==> src/rtl/mag_compare_serial.sv <==
// Digit-serial magnitude comparator: DIGIT bits per cycle, MSB digit first, unsigned or two's complement.
// Latency: k cycles from the start edge to done; k = first differing digit + 1 (EARLY_EXIT=1) or NDIG.
// Backpressure: none; start is accepted in IDLE or DONE and ignored while busy.
//
// Ports:
//   clk, rst_n          rising-edge clock, asynchronous active-low reset
//   start               request a compare (accepted in IDLE or DONE)
//   signed_mode, a, b   operands and mode, sampled with an accepted start
//   busy                compare in progress (state RUN)
//   done                one-cycle pulse; y_e/y_g/y_l/cnt valid from here on
//   y_e, y_g, y_l       one-hot result: a==b, a>b, a<b (held until the next compare finishes)
//   cnt                 digits examined by the last compare
module mag_compare_serial #(
  parameter int WIDTH      = 16,
  parameter int DIGIT      = 4,
  parameter int EARLY_EXIT = 1,
  localparam int NDIG      = WIDTH / DIGIT,
  localparam int CW        = $clog2(NDIG) + 1
) (
  input  logic             clk,
  input  logic             rst_n,
  input  logic             start,
  input  logic             signed_mode,
  input  logic [WIDTH-1:0] a,
  input  logic [WIDTH-1:0] b,
  output logic             busy,
  output logic             done,
  output logic             y_e,
  output logic             y_g,
  output logic             y_l,
  output logic [CW-1:0]    cnt
);

  typedef enum logic [1:0] {
    S_IDLE,
    S_RUN,
    S_DONE
  } state_t;

  state_t state, state_nxt;

  logic [WIDTH-1:0] sh_a, sh_b;
  logic [CW-1:0]    idx;
  logic             rec_vld;   // a difference has already been seen in this compare
  logic             rec_g;     // direction of that first difference

  logic [DIGIT-1:0] dig_a, dig_b;
  logic             diff, gt, last, early;
  logic             load, step, fin;
  logic             res_e, res_g, res_l;
  logic [CW-1:0]    cnt_nxt;
  logic [WIDTH-1:0] msb_flip;

  // Flipping the sign bit maps two's complement onto offset binary,
  // so the same unsigned digit compare serves both modes.
  assign msb_flip = {signed_mode, {(WIDTH-1){1'b0}}};

  assign dig_a = sh_a[WIDTH-1 -: DIGIT];
  assign dig_b = sh_b[WIDTH-1 -: DIGIT];
  assign diff  = (dig_a != dig_b);
  assign gt    = (dig_a > dig_b);
  assign last  = (idx == CW'(NDIG - 1));
  assign early = (EARLY_EXIT != 0) && diff;

  // An earlier recorded difference outranks the current digit; only the
  // EARLY_EXIT=0 path can reach a finish with rec_vld set.
  assign res_g   = rec_vld ? rec_g  : (diff & gt);
  assign res_l   = rec_vld ? ~rec_g : (diff & ~gt);
  assign res_e   = ~rec_vld & ~diff;
  assign cnt_nxt = early ? (idx + CW'(1)) : CW'(NDIG);

  always_ff @(posedge clk or negedge rst_n) begin
    if (!rst_n) begin
      state <= S_IDLE;
    end else begin
      state <= state_nxt;
    end
  end

  always_comb begin
    state_nxt = state;
    load      = 1'b0;
    step      = 1'b0;
    fin       = 1'b0;
    case (state)
      S_IDLE: begin
        if (start) begin
          load      = 1'b1;
          state_nxt = S_RUN;
        end
      end
      S_RUN: begin
        if (last || early) begin
          fin       = 1'b1;
          state_nxt = S_DONE;
        end else begin
          step      = 1'b1;
        end
      end
      S_DONE: begin
        load      = start;
        state_nxt = start ? S_RUN : S_IDLE;
      end
      default: begin
        state_nxt = S_IDLE;
      end
    endcase
  end

  // Operand shifters and difference tracking.
  always_ff @(posedge clk or negedge rst_n) begin
    if (!rst_n) begin
      sh_a    <= '0;
      sh_b    <= '0;
      idx     <= '0;
      rec_vld <= 1'b0;
      rec_g   <= 1'b0;
    end else if (load) begin
      sh_a    <= a ^ msb_flip;
      sh_b    <= b ^ msb_flip;
      idx     <= '0;
      rec_vld <= 1'b0;
      rec_g   <= 1'b0;
    end else if (step) begin
      sh_a <= sh_a << DIGIT;
      sh_b <= sh_b << DIGIT;
      idx  <= idx + CW'(1);
      if (diff && !rec_vld) begin
        rec_vld <= 1'b1;
        rec_g   <= gt;
      end
    end
  end

  // Result registers only change on completion, so they hold through the next compare.
  always_ff @(posedge clk or negedge rst_n) begin
    if (!rst_n) begin
      y_e <= 1'b0;
      y_g <= 1'b0;
      y_l <= 1'b0;
      cnt <= '0;
    end else if (fin) begin
      y_e <= res_e;
      y_g <= res_g;
      y_l <= res_l;
      cnt <= cnt_nxt;
    end
  end

  assign busy = (state == S_RUN);
  assign done = (state == S_DONE);

endmodule

==> config.mk <==
export PLATFORM = sky130hd
export DESIGN_NAME = mag_compare_serial
export DESIGN_NICKNAME = d
export VERILOG_FILES = /design/src/rtl/mag_compare_serial.sv
export SDC_FILE = /design/constraint.sdc
export NUM_CORES = 1
export LEC_CHECK = 0
export CORE_UTILIZATION = 35
export DETAILED_ROUTE_END_ITERATION = 8
export GPL_TIMING_DRIVEN = 0
export SKIP_LAST_GASP = 1
export SLEW_MARGIN = 40
export SYNTH_ARGS = -nofsm -noshare
export SYNTH_HDL_FRONTEND = slang
export SYNTH_SLANG_ARGS = --single-unit
export TNS_END_PERCENT = 1
==> constraint.sdc <==
create_clock -name clk -period 1.9 [get_ports clk]
set_input_delay 0.19 -clock clk [delete_from_list [all_inputs] [get_ports clk]]
set_output_delay 0.19 -clock clk [all_outputs]
set_load 0.1 [all_outputs]
==> flow_metrics.tcl, run 1 <==
set metrics [dict create \
    maxSlewHeadroom_pct 63.40 \
    cts_root_buf "clkbuf_8" \
    ys_seq_area_share_pct 53.29 \
    drt-total-wl_um 4707 \
    numCtsBuffers 5 \
    grt_max_degree 24 \
    die_h_um 79.71 \
    powerDensity_nw_per_um2 1426 \
    clock_latency_ps 300 \
    crit_fanout 10 \
    comb_power_share_pct 44.0 \
    fmax_mhz 523.4 \
    die_w_um 79.71 \
    drtIter0Drc 90 \
    switchingPower_mw 1.674 \
    place_area_um2 2623 \
    yosysMostFrequentCell "nand2_1" \
    timing.final.ws_setup_ps -10.56 \
    core_area_um2 5675 \
    syn_to_final_growth_pct 32.80 \
    utilization_pct 49.45 \
    skew_ps 6.998 \
    drc 0 \
    period_minus_slack_ps 1911 \
    fin_nets 305 \
    seqPwrFrac_pct 37.0 \
    leakage_nw 1.243 \
    violations "setup timing" \
    path_cells "ha_1, nand4_2, nor3_4, buf_6, buf_12, nor2_1, a221o_1" \
    cap_violations 0 \
    synth-edff-count 0 \
    yosysTopAreaCell "dfrtp_1" \
    rsz0062_at_grt "true" \
    synth_area_leaders "dfrtp_1 53%, nand2_1 8.2%, mux2i_1 6.6%, o21ai_0 4.3%, a221o_1 3.8%" \
    antenna_found_initial 0 \
    grtUsageTotal_pct 16.63 \
    clk_pin_slew_ps 90 \
    worstPathRequired_ps 2090 \
    synthTopCellsByCount "46 x nand2_1, 45 x dfrtp_1, 18 x o21ai_0" \
    ys_ff_latch 45 \
    die_area_um2 6353 \
    p_sw_share_pct 41.83 \
    synth_top_area_share_pct 53.29 \
    grt_pass1_vias 1528 \
    avgSynthCellArea_um2 10.36 \
    routed_via_density 4.804 \
    max_stage_delay_ps 400 \
    finalCritPeriodShare_pct 100.6 \
    diodes 0 \
    finalWeightedCongestion 0.7251 \
    cp-end-kind "flop" \
    netlist_area_um2 2113 \
    core.rowCount 27 \
    via_count 1614 \
    ant_nets 0 \
    drive_above_1_share_pct 15.15 \
    tightestPinTransition_ps 549.0 \
    finalInstanceArea_um2 2806 \
    portBuffers 43 \
    setup_viol 2 \
    grt_pass1_wl_um 7741 \
    outcome "finished, violations left" \
    hold_violations 0 \
    yosysUniqueCellTypes 33 \
    clk_path_buf_depth 2 \
    grt_overflow 0 \
    wire_per_inst_um 14.01 \
    syn-num-nets 246 \
    cts.sinks 45 \
    tritoncts "yes" \
    yosys_warnings 0 \
    start_kind "flop" \
    internal_power_mw 2.328 \
    power.share.clock_pct 19.0 \
    synthFlopType "dfrtp_1" \
    finalMaxSlewViolations 0 \
    place_hpwl_um 3346 \
    h-tree-depth 2 \
    top_level_ports 44 \
    hold_path.class "in -> async" \
    drt_first_pass_iters 4 \
    start_util_pct 37.24 \
    power_mw 4.002 \
    cpMaxStageDelayCell "dfrtp_1" \
    vdd_drop_max_mv 0.8239 \
    syn_inst 204 \
    worstSetupPathType "reg -> reg" \
    crit_arrival_ps 2100 \
    ys_async_sr_fraction_pct 100.0 \
]
-- area by class of cell --
class,instances,area (µm²)
clock buffer,7,86.33
timing repair buffer,52,478.0
tap,72,90.09
clock inverter,1,30.03
fill,560,2869
inverter,7,30.03
multi-input combinational,139,880.8
sequential,45,1126
buffer,13,85.08
-- state kept, by name (all words and copies together) (netlist names) --
register,flops
state,2
sh_b,16
sh_a,16
y_g,1
cnt,3
y_l,1
idx,3
rec_g,1
rec_vld,1
y_e,1
-- kinds of logic after synthesis --
family	Yosys count	synth area share, %
buf+inv	20	5.210
simple gates	72	15.51
flops	45	53.29
fa+ha+maj	6	3.552
mux	15	7.341
compound gates	43	13.85
xor+xnor	3	1.244
-- worst paths after layout --
check	slack (ps)	to	startpoint	depth (start not counted)
setup / recovery	-10	sh_a[7]	sh_a[15]	7
hold / removal	330	sh_b[5]	rst_n	2
setup reg to reg	-10	sh_a[7]	sh_a[15]	7
min in group clk	410	sh_b[7]	b[7]	3
hold reg to reg	480	y_e	y_e	2
max in group asynchronous	1160	sh_a[10]	rst_n	3
-- cells in the final DEF, fill, tap and decap left out, types with 6 or more instances in the layout --
master	count
a221o_1	8
buf_4	8
o21ai_0	18
buf_2	11
ha_1	6
nand2_1	46
clkbuf_8	6
dfrtp_1	45
clkdlybuf4s50_1	34
mux2i_1	14
clkbuf_1	7
nor2_1	13
-- per-stage QoR --
step                hold WS (ps)  setup TNS [ps]  worst slack [ps]  std cells
finish                     329.6          -13.60            -10.56        336
floorplan                 -105.6          -49.11            -49.11        204
global route               360.1           -2010            -129.2        336
global placement           463.3          -29620            -657.6        319
detailed placement         115.6          -106.5            -55.20        320
CTS                        325.4          -217.9            -56.97        329
-- power by group through the flow --
stage                     clock network (mW)  registers (mW)  logic, mW
after floorplan                            0            1.90      0.925
after global placement                     0            1.50       1.77
after detailed placement                   0            1.51       1.73
after CTS                              0.778            1.49       1.74
after global routing                   0.811            1.52       1.93
final                                  0.760            1.48       1.76
-- layer usage --
metal / wire (µm) / up-vias / global-route usage [%]
met3: 251 / 5 / 4.571
met4: 54 / 0 / 4.909
met2: 2060 / 41 / 24.44
met1: 2342 / 753 / 23.67
met5: 0 / - / 0
li1: - / 815 / -
-- worst max-delay path: cells and delay by family, from the launching register on --
kind	cells	cell delay [ps]
AO/OA/AOI/OAI	1	260
adder cells (fa/ha/maj)	1	340
AND/OR/NAND/NOR	3	470
buffers and inverters	2	330
flip-flops	1	400
-- repair_timing --
action | 4_1_cts | 5_1_grt
hold endpoints to repair | 22 | 0
hold buffers | 1 | 0
setup buffers | 0 | 7
resized for setup | 1 | 1
pin swaps | 0 | 0
setup endpoints to repair | 18 | 24
Power figures use the tool's default switching activity.
==> inputs of run 2 (changes only) <==
--- a/config.mk
+++ b/config.mk
@@ -5,9 +5,10 @@
 export SDC_FILE = /design/constraint.sdc
 export NUM_CORES = 1
 export LEC_CHECK = 0
-export CORE_UTILIZATION = 35
+export CORE_UTILIZATION = 46
 export DETAILED_ROUTE_END_ITERATION = 8
 export GPL_TIMING_DRIVEN = 0
+export PLACE_DENSITY = 0.76
 export SKIP_LAST_GASP = 1
 export SLEW_MARGIN = 40
 export SYNTH_ARGS = -nofsm -noshare
==> flow_metrics.tcl, run 2 (synthesis gave the netlist of run 1 again) <==
set metrics [dict create \
    place_hpwl_um 3267 \
    h-tree-depth 2 \
    core.rowCount 24 \
    cts.sinks 45 \
    drive_above_1_share_pct 14.56 \
    outcome "finished clean" \
    worstPathRequired_ps 2090 \
    leakage_nw 1.225 \
    via_count 1687 \
    tritoncts "yes" \
    seqPwrFrac_pct 37.7 \
    mostFrequentLayoutCells "46 x nand2_1, 45 x dfrtp_1, 34 x clkdlybuf4s50_1, 18 x o21ai_0, 14 x mux2i_1" \
    crit_path_start "sh_a[14]" \
    hold_path.class "in -> async" \
    grt_max_degree 45 \
    die_area_um2 4869 \
    drc 0 \
    top_regs "sh_a x16, sh_b x16" \
    drtIter0Drc 144 \
    drt_first_pass_iters 4 \
    fin_nets 303 \
    p_sw_share_pct 42.44 \
    clk_path_buf_depth 2 \
    switchingPower_mw 1.676 \
    grt_pass1_wl_um 7859 \
    finalWeightedCongestion 0.7330 \
    clk_pin_slew_ps 80 \
    vdd_drop_max_mv 0.6478 \
    cap_violations 0 \
    crit_fanout 10 \
    wire_per_inst_um 14.89 \
    portBuffers 43 \
    grtUsageTotal_pct 20.91 \
    r2r_start "sh_a[14]" \
    ant_nets 0 \
    grt_pass1_vias 1607 \
    start_kind "flop" \
    finalMaxSlewViolations 0 \
    internal_power_mw 2.273 \
    comb_power_share_pct 44.6 \
    syn_to_final_growth_pct 29.96 \
    maxSlewHeadroom_pct 62.33 \
    tightestPinTransition_ps 565.0 \
    hold_violations 0 \
    power.share.clock_pct 17.7 \
    final_common_cell "nand2_1" \
    powerDensity_nw_per_um2 1438 \
    cp-end-kind "flop" \
    drt-total-wl_um 4660 \
    place_area_um2 2590 \
    crit_arrival_ps 2080 \
    power_mw 3.949 \
    routed_via_density 5.390 \
    skew_ps 9.334 \
    period_minus_slack_ps 1885 \
    numCtsBuffers 5 \
    cts_root_buf "clkbuf_8" \
    diodes 0 \
    worstSetupPathType "reg -> reg" \
    finalCritPeriodShare_pct 99.21 \
    top_level_ports 44 \
    setup_viol 0 \
    finalInstanceArea_um2 2746 \
    clock_latency_ps 300 \
    die_h_um 69.78 \
    antenna_found_initial 0 \
    fmax_mhz 530.5 \
    rsz0062_at_grt "true" \
    core_area_um2 4384 \
    start_util_pct 48.20 \
    die_w_um 69.78 \
    grt_overflow 0 \
]
==> run 2: cell count changes in the layout (fill, tap and decap cells not counted), sizes merged <==
cell and delta:
buf -2, clkbuf -2, clkinv +1
==> run 2: repair_timing <==
item                                    in CTS  in global routing
resized for setup                            1                  1
hold buffers                                 1                  0
buffers inserted                             0                  5
endpoints found under the setup margin       9                 17
hold endpoints to repair                    45                  0
==> run 2: layout make-up <==
class                           count  area, µm²
Buffer                             13      85.08
Clock buffer                        5      68.82
Clock inverter                      2      35.03
Fill cell                         387       1638
Inverter                            7      30.03
Multi-Input combinational cell    139      880.8
Sequential cell                    45       1126
Tap cell                           52      65.06
Timing Repair Buffer               50      455.4
==> run 2: worst paths after layout <==
kind                            endpoint  slack, ps  cells past startpoint
worst max-delay path             sh_b[8]         20                      6
worst min-delay path             sh_a[4]        210                      2
worst max register to register   sh_b[8]         20                      6
worst min register to register    cnt[0]        480                      2
max in group asynchronous         idx[1]       1290                      3
min in group clk                 sh_b[6]        420                      3
==> run 2: metal layers <==
layer	share of wire [%]	GRT usage [%]	vias up	wire length [µm]
met1	45	30.12	814	2103
met2	49	32.05	49	2278
met3	4.4	5.233	10	204
met4	1.6	4.667	0	73
li1	-	-	814	-
met5	0	0	-	0
==> run 2: stage by stage <==
| step | setup slack [ps] | utilization, % | instances | setup TNS (ps) | hold slack (ps) |
|---|---|---|---|---|---|
| 6_report | 15.09 | 62.64 | 313 | 0 | 212.1 |
| 2_1_floorplan | -49.11 | - | 204 | -49.11 | -105.6 |
| 5_1_grt | -65.71 | 62.64 | 313 | -882.2 | 209.9 |
| 4_1_cts | -27.74 | 61.70 | 308 | -91.52 | 204.0 |
| 3_5_place_dp | 5.750 | 59.08 | 300 | 0 | -14.39 |
| 3_3_place_gp | -560.0 | 59.59 | 299 | -25130 | 463.4 |
==> run 2: worst max-delay path, cell delays in order, from the launching register on <==
cell	delay, ps
dfrtp_1	420
ha_1	340
nand4_2	190
nor3_4	210
buf_2	270
nor2_1	90
a221o_1	250
==> run 2: power by group through the flow <==
| stage | logic (mW) | clock network (mW) | registers, mW |
|---|---|---|---|
| finish | 1.76 | 0.699 | 1.49 |
| floorplan | 0.925 | 0 | 1.90 |
| detailed placement | 1.73 | 0 | 1.51 |
| global route | 1.91 | 0.759 | 1.52 |
| global placement | 1.76 | 0 | 1.49 |
| CTS | 1.75 | 0.708 | 1.49 |
==> edit 1 (flow settings as in run 1) <==
Change the parameter `DIGIT` from 4 to 2.
--- a/src/rtl/mag_compare_serial.sv
+++ b/src/rtl/mag_compare_serial.sv
@@ -13,5 +13,5 @@
 module mag_compare_serial #(
   parameter int WIDTH      = 16,
-  parameter int DIGIT      = 4,
+  parameter int DIGIT      = 2,
   parameter int EARLY_EXIT = 1,
   localparam int NDIG      = WIDTH / DIGIT,
Interface: changed (resized cnt); port bits go from 44 to 45. The function was not compared with the original's and may differ.
==> edit 1 against run 1 <==
- non-clock buffer count shrank 2
- routed wire length rose by 4.4%
- sequential cell count grew 2
- first-iteration DRC count increased by 41%
- synthesized cell count decreased by 5.9%
- setup slack better by 0.12 ns
- design area shrank 0.31%
- combinational power increased by 48%
- critical path depth grew 1
- synthesized area up 0.36%
- total power is 22% higher
- critical path type unchanged
- critical endpoint is now sh_b[9]
==> edit 1: results (changes against run 1) <==
place:
  dp_cells: 309  # -3.4%
  place.gp.congestion: 0.7409  # +2.2%
  dpl-instance-area_um2: 2626  # +0.14%
  place_ws_ns: -0.1060  # -0.05077 ns
  number_of_buffer_cells_added_on_primary_ports: 44  # +2.3%
logic_synthesis:
  netlist_top_cells_count: "47 x sky130_fd_sc_hd__dfrtp_1, 25 x sky130_fd_sc_hd__nand2_1, 24 x sky130_fd_sc_hd__a221o_1, 24 x sky130_fd_sc_hd__and3_1"
  synth_area_per_cell_um2: 11.05  # +6.6%
  synth_fp_nets: 231  # -6.1%
  synth.area.top_cells: "sky130_fd_sc_hd__dfrtp_1 55%, sky130_fd_sc_hd__a221o_1 11%, sky130_fd_sc_hd__and3_1 7.1%"
global_route:
  largest_net_degree_at_the_start_of_global_routing: 31  # +29%
  grt_pass1_vias: 1621  # +6.1%
power_and_ir_drop:
  power_leakage_nw: 1.287  # +3.5%
  power.ir.vdd_worst_mv: 1.092  # +33%
drt:
  routedLengthMet1_um: 2425  # +3.5%
  met2RoutedLength_um: 2228  # +8.2%
  initialDrtViolationCount: 127  # +41%
  routed-via-count: 1684  # +4.3%
  routed_wire_length_um: 4916  # +4.4%
  amount_of_wire_on_met3_after_detailed_routing_um: 222  # -12%
finish:
  drive_gt1_share_pct: 14.98  # -0.17 points
  stdcell_count: 319  # -5.1%
setup_path:
  worst-endpoint-arrival_ns: 1.97  # -0.13 ns
status:
  status: "finished clean"
sta:
  fin_worst_skew_ns: 0.01540  # +0.008399 ns
  timing.max_slew.rel_slack_pct: 67.43  # +4.0 points
==> edit 1: cell type report <==
class	count	area, um2
plain buffers	15	105.1
clock buffers	5	68.82
fillers	526	2878
flip-flops and latches	47	1176
multi-input cells	125	874.6
clock inverters	2	13.76
repair buffers	48	450.4
well taps	72	90.09
inverters	5	18.77
==> edit 1: logic make-up (layout without fill, tap and decap cells) <==
logic type	Yosys count	after routing	synth area share, %
multiplexers	1	1	0.4720
buffers and inverters	20	75	4.602
AND/OR/NAND/NOR	71	71	17.99
AO/OA/AOI/OAI	46	46	18.05
flip-flops	47	47	55.46
adder cells (fa/ha/maj)	3	3	1.770
XOR/XNOR	4	4	1.652
==> edit 1: path summary, 6_finish.rpt <==
| path | from | endpoint | slack [ns] | cells past startpoint |
|---|---|---|---|---|
| max reg2reg | sh_a[14] | sh_b[9] | 0.11 | 8 |
| min | rst_n | cnt[2] | 0.30 | 2 |
| min in group clk | a[1] | sh_a[1] | 0.45 | 3 |
| max | sh_a[14] | sh_b[9] | 0.11 | 8 |
| max in group asynchronous | rst_n | idx[0] | 1.17 | 3 |
| min reg2reg | y_l | y_l | 0.48 | 2 |
==> edit 1: per-layer routing <==
layer	up-vias	track usage [%]
met4	0	4.286
li1	815	-
met2	43	25.73
met5	-	0
met1	821	23.08
met3	5	4.457
==> edit 1: what timing repair did <==
| item | 4_1_cts | 5_1_grt |
|---|---|---|
| hold buffers | 1 | 0 |
| pin swaps | 0 | 1 |
| gates resized for setup | 5 | 8 |
| hold endpoints to repair | 17 | 0 |
| buffers inserted | 0 | 2 |
| setup endpoints to repair | 15 | 28 |
==> edit 1: worst max-delay path, cell delays in order (launching register included) <==
cell                      delay [ns]
sky130_fd_sc_hd__dfrtp_1        0.34
sky130_fd_sc_hd__inv_1          0.06
sky130_fd_sc_hd__ha_1           0.30
sky130_fd_sc_hd__and2_1         0.12
sky130_fd_sc_hd__buf_4          0.14
sky130_fd_sc_hd__nand3_4        0.11
sky130_fd_sc_hd__buf_8          0.16
sky130_fd_sc_hd__and3_1         0.18
sky130_fd_sc_hd__a221o_1        0.26
==> edit 1: power breakdown <==
part	internal [mW]	switching [mW]
Combinational	0.997	1.61
Sequential	1.44	0.233
Clock	0.252	0.331
Total	2.69	2.18
==> edit 1: stage by stage <==
stage	setup TNS (ns)	hold WS [ns]	total power [mW]
global placement	-38.54	0.4657	4.169
global route	0	0.3183	5.209
CTS	0	0.2981	4.747
finish	0	0.2950	4.869
floorplan	-0.02189	-0.1056	3.556
detailed placement	-1.006	0.08570	4.118
==> edit 2 (settings of run 1) <==
Made on the original files. The 3 states of `state_t` get a one-hot encoding in 3 bits.
--- a/src/rtl/mag_compare_serial.sv
+++ b/src/rtl/mag_compare_serial.sv
@@ -32,8 +32,8 @@
 );
 
-  typedef enum logic [1:0] {
-    S_IDLE,
-    S_RUN,
-    S_DONE
+  typedef enum logic [2:0] {
+    S_IDLE = 3'b001,
+    S_RUN  = 3'b010,
+    S_DONE = 3'b100
   } state_t;
 
Formal check against the unedited RTL: no difference found for any inputs over 10 cycles, from zero or initial values and one cycle with rst_n low; not proved beyond that.
==> edit 2 against run 1 <==
- sequential cell count grew 1
- setup slack improved by 0.035 ns
- design area fell by 4.6%
- count of clock-buffer cells in the layout did not move
- sequential share of layout area rose by 2.9 points
- total power rose by 4.0%
- register-to-register slack improved by 0.08 ns
- synthesized cell count shrank 6.9%
- first-iteration DRC count is 2.2% lower
- synthesized area is 4.2% lower
- via count shrank 1.9%
- routed wire length fell by 9.1%
==> edit 2: results (changes against run 1) <==
drt:
  met2RoutedLength_um: 2012  # -2.3%
  route.detailed.vias_per_inst: 5.029  # +4.7%
  drt-wirelength-per-cell_um: 13.58  # -3.1%
  amount_of_wire_on_met3_after_detailed_routing_um: 232  # -7.6%
  initialDrtViolationCount: 88  # -2.2%
power_and_ir_drop:
  power.ir.vdd_worst_mv: 0.7883  # -4.3%
  net-switching-power_mw: 1.799  # +7.5%
  power_leakage_nw: 1.257  # +1.1%
setup_path:
  worstPathMaxFanout: 8  # -2
finish:
  drive_gt1_share_pct: 15.23  # +0.075 points
  fin_nets: 284  # -6.9%
  fillCellCount: 543  # -3.0%
place:
  place_ws_ns: -0.02712  # +0.02808 ns
  place.gp.congestion: 0.6955  # -4.1%
  dp_cells: 306  # -4.4%
sta:
  tightest_slew_ns: 0.4881  # -0.06088 ns
  fin_worst_skew_ns: 0.008354  # +0.001356 ns
  timing.max_slew.rel_slack_pct: 67.68  # +4.3 points
global_route:
  met1_usage_pct: 20.77  # -2.9 points
  met2_grt_util_pct: 24.82  # +0.38 points
  largest_net_degree_at_the_start_of_global_routing: 32  # +33%
  globalRouteTotalUtil_pct: 15.58  # -1.1 points
logic_synthesis:
  synth.area.top_cells: "sky130_fd_sc_hd__dfrtp_1 56%, sky130_fd_sc_hd__nand2_1 8.9%, sky130_fd_sc_hd__a22oi_1 8.5%"
  synth.lib_cells_used.distinct: 37  # +12%
  netlist_top_cells_count: "48 x sky130_fd_sc_hd__nand2_1, 45 x sky130_fd_sc_hd__dfrtp_1, 23 x sky130_fd_sc_hd__a22oi_1"
  synth_area_per_cell_um2: 10.65  # +2.9%
  synth_fp_nets: 232  # -5.7%
status:
  status: "finished clean"
floorplanning:
  core_um2: 5540  # -2.4%
[edit 2: through the flow]
stage                     cell area [um2]  util, %
final                                2678    48.33
after detailed placement             2527    45.62
after global placement               2550    46.03
after global routing                 2678    48.33
after CTS                            2630    47.47
after floorplan                      2029        -
[edit 2: path summary, 6_finish.rpt]
kind,slack [ns],endpoint,cells after the start,startpoint
hold / removal,0.28,rec_vld,2,rst_n
setup reg to reg,0.07,sh_a[8],8,sh_b[15]
setup / recovery,0.02,busy,2,state[2]
min in group clk,0.48,sh_a[6],2,sh_a[6]
hold reg to reg,0.48,sh_a[6],2,sh_a[6]
max in group asynchronous,1.20,sh_a[12],3,rst_n
[edit 2: timing repair]
item	4_1_cts	5_1_grt
endpoints found under the hold margin	15	0
setup endpoints to repair	20	38
resized for setup	1	8
pin swaps	0	0
hold buffers	1	0
cloned	0	0
[edit 2: cell type report]
class	instances	area share, %
Inverter	9	1.262
Timing Repair Buffer	45	15.61
Multi-Input combinational cell	125	30.79
Clock inverter	1	0.1869
Buffer	10	2.523
Tap cell	72	3.364
Clock buffer	7	3.224
Sequential cell	46	43.04
[edit 2: cells by family after synthesis]
kind of cell,Yosys count,synth area share [%]
simple gates,65,14.52
compound gates,51,18.67
buf+inv,19,4.882
flops,46,56.92
xor+xnor,3,1.298
fa+ha+maj,6,3.708
[edit 2: worst max-delay path, stage by stage (launching register included)]
cell                      delay [ns]
sky130_fd_sc_hd__dfrtp_1        0.45
sky130_fd_sc_hd__nor3b_4        0.43
sky130_fd_sc_hd__buf_2          0.51
[edit 2: power groups by stage]
stage	logic, mW	clock network (mW)	registers [mW]
2_1_floorplan	1.01	0	1.99
6_report	1.88	0.618	1.66
3_3_place_gp	1.83	0	1.66
3_5_place_dp	1.80	0	1.67
5_1_grt	2.11	0.677	1.72
4_1_cts	1.82	0.629	1.65
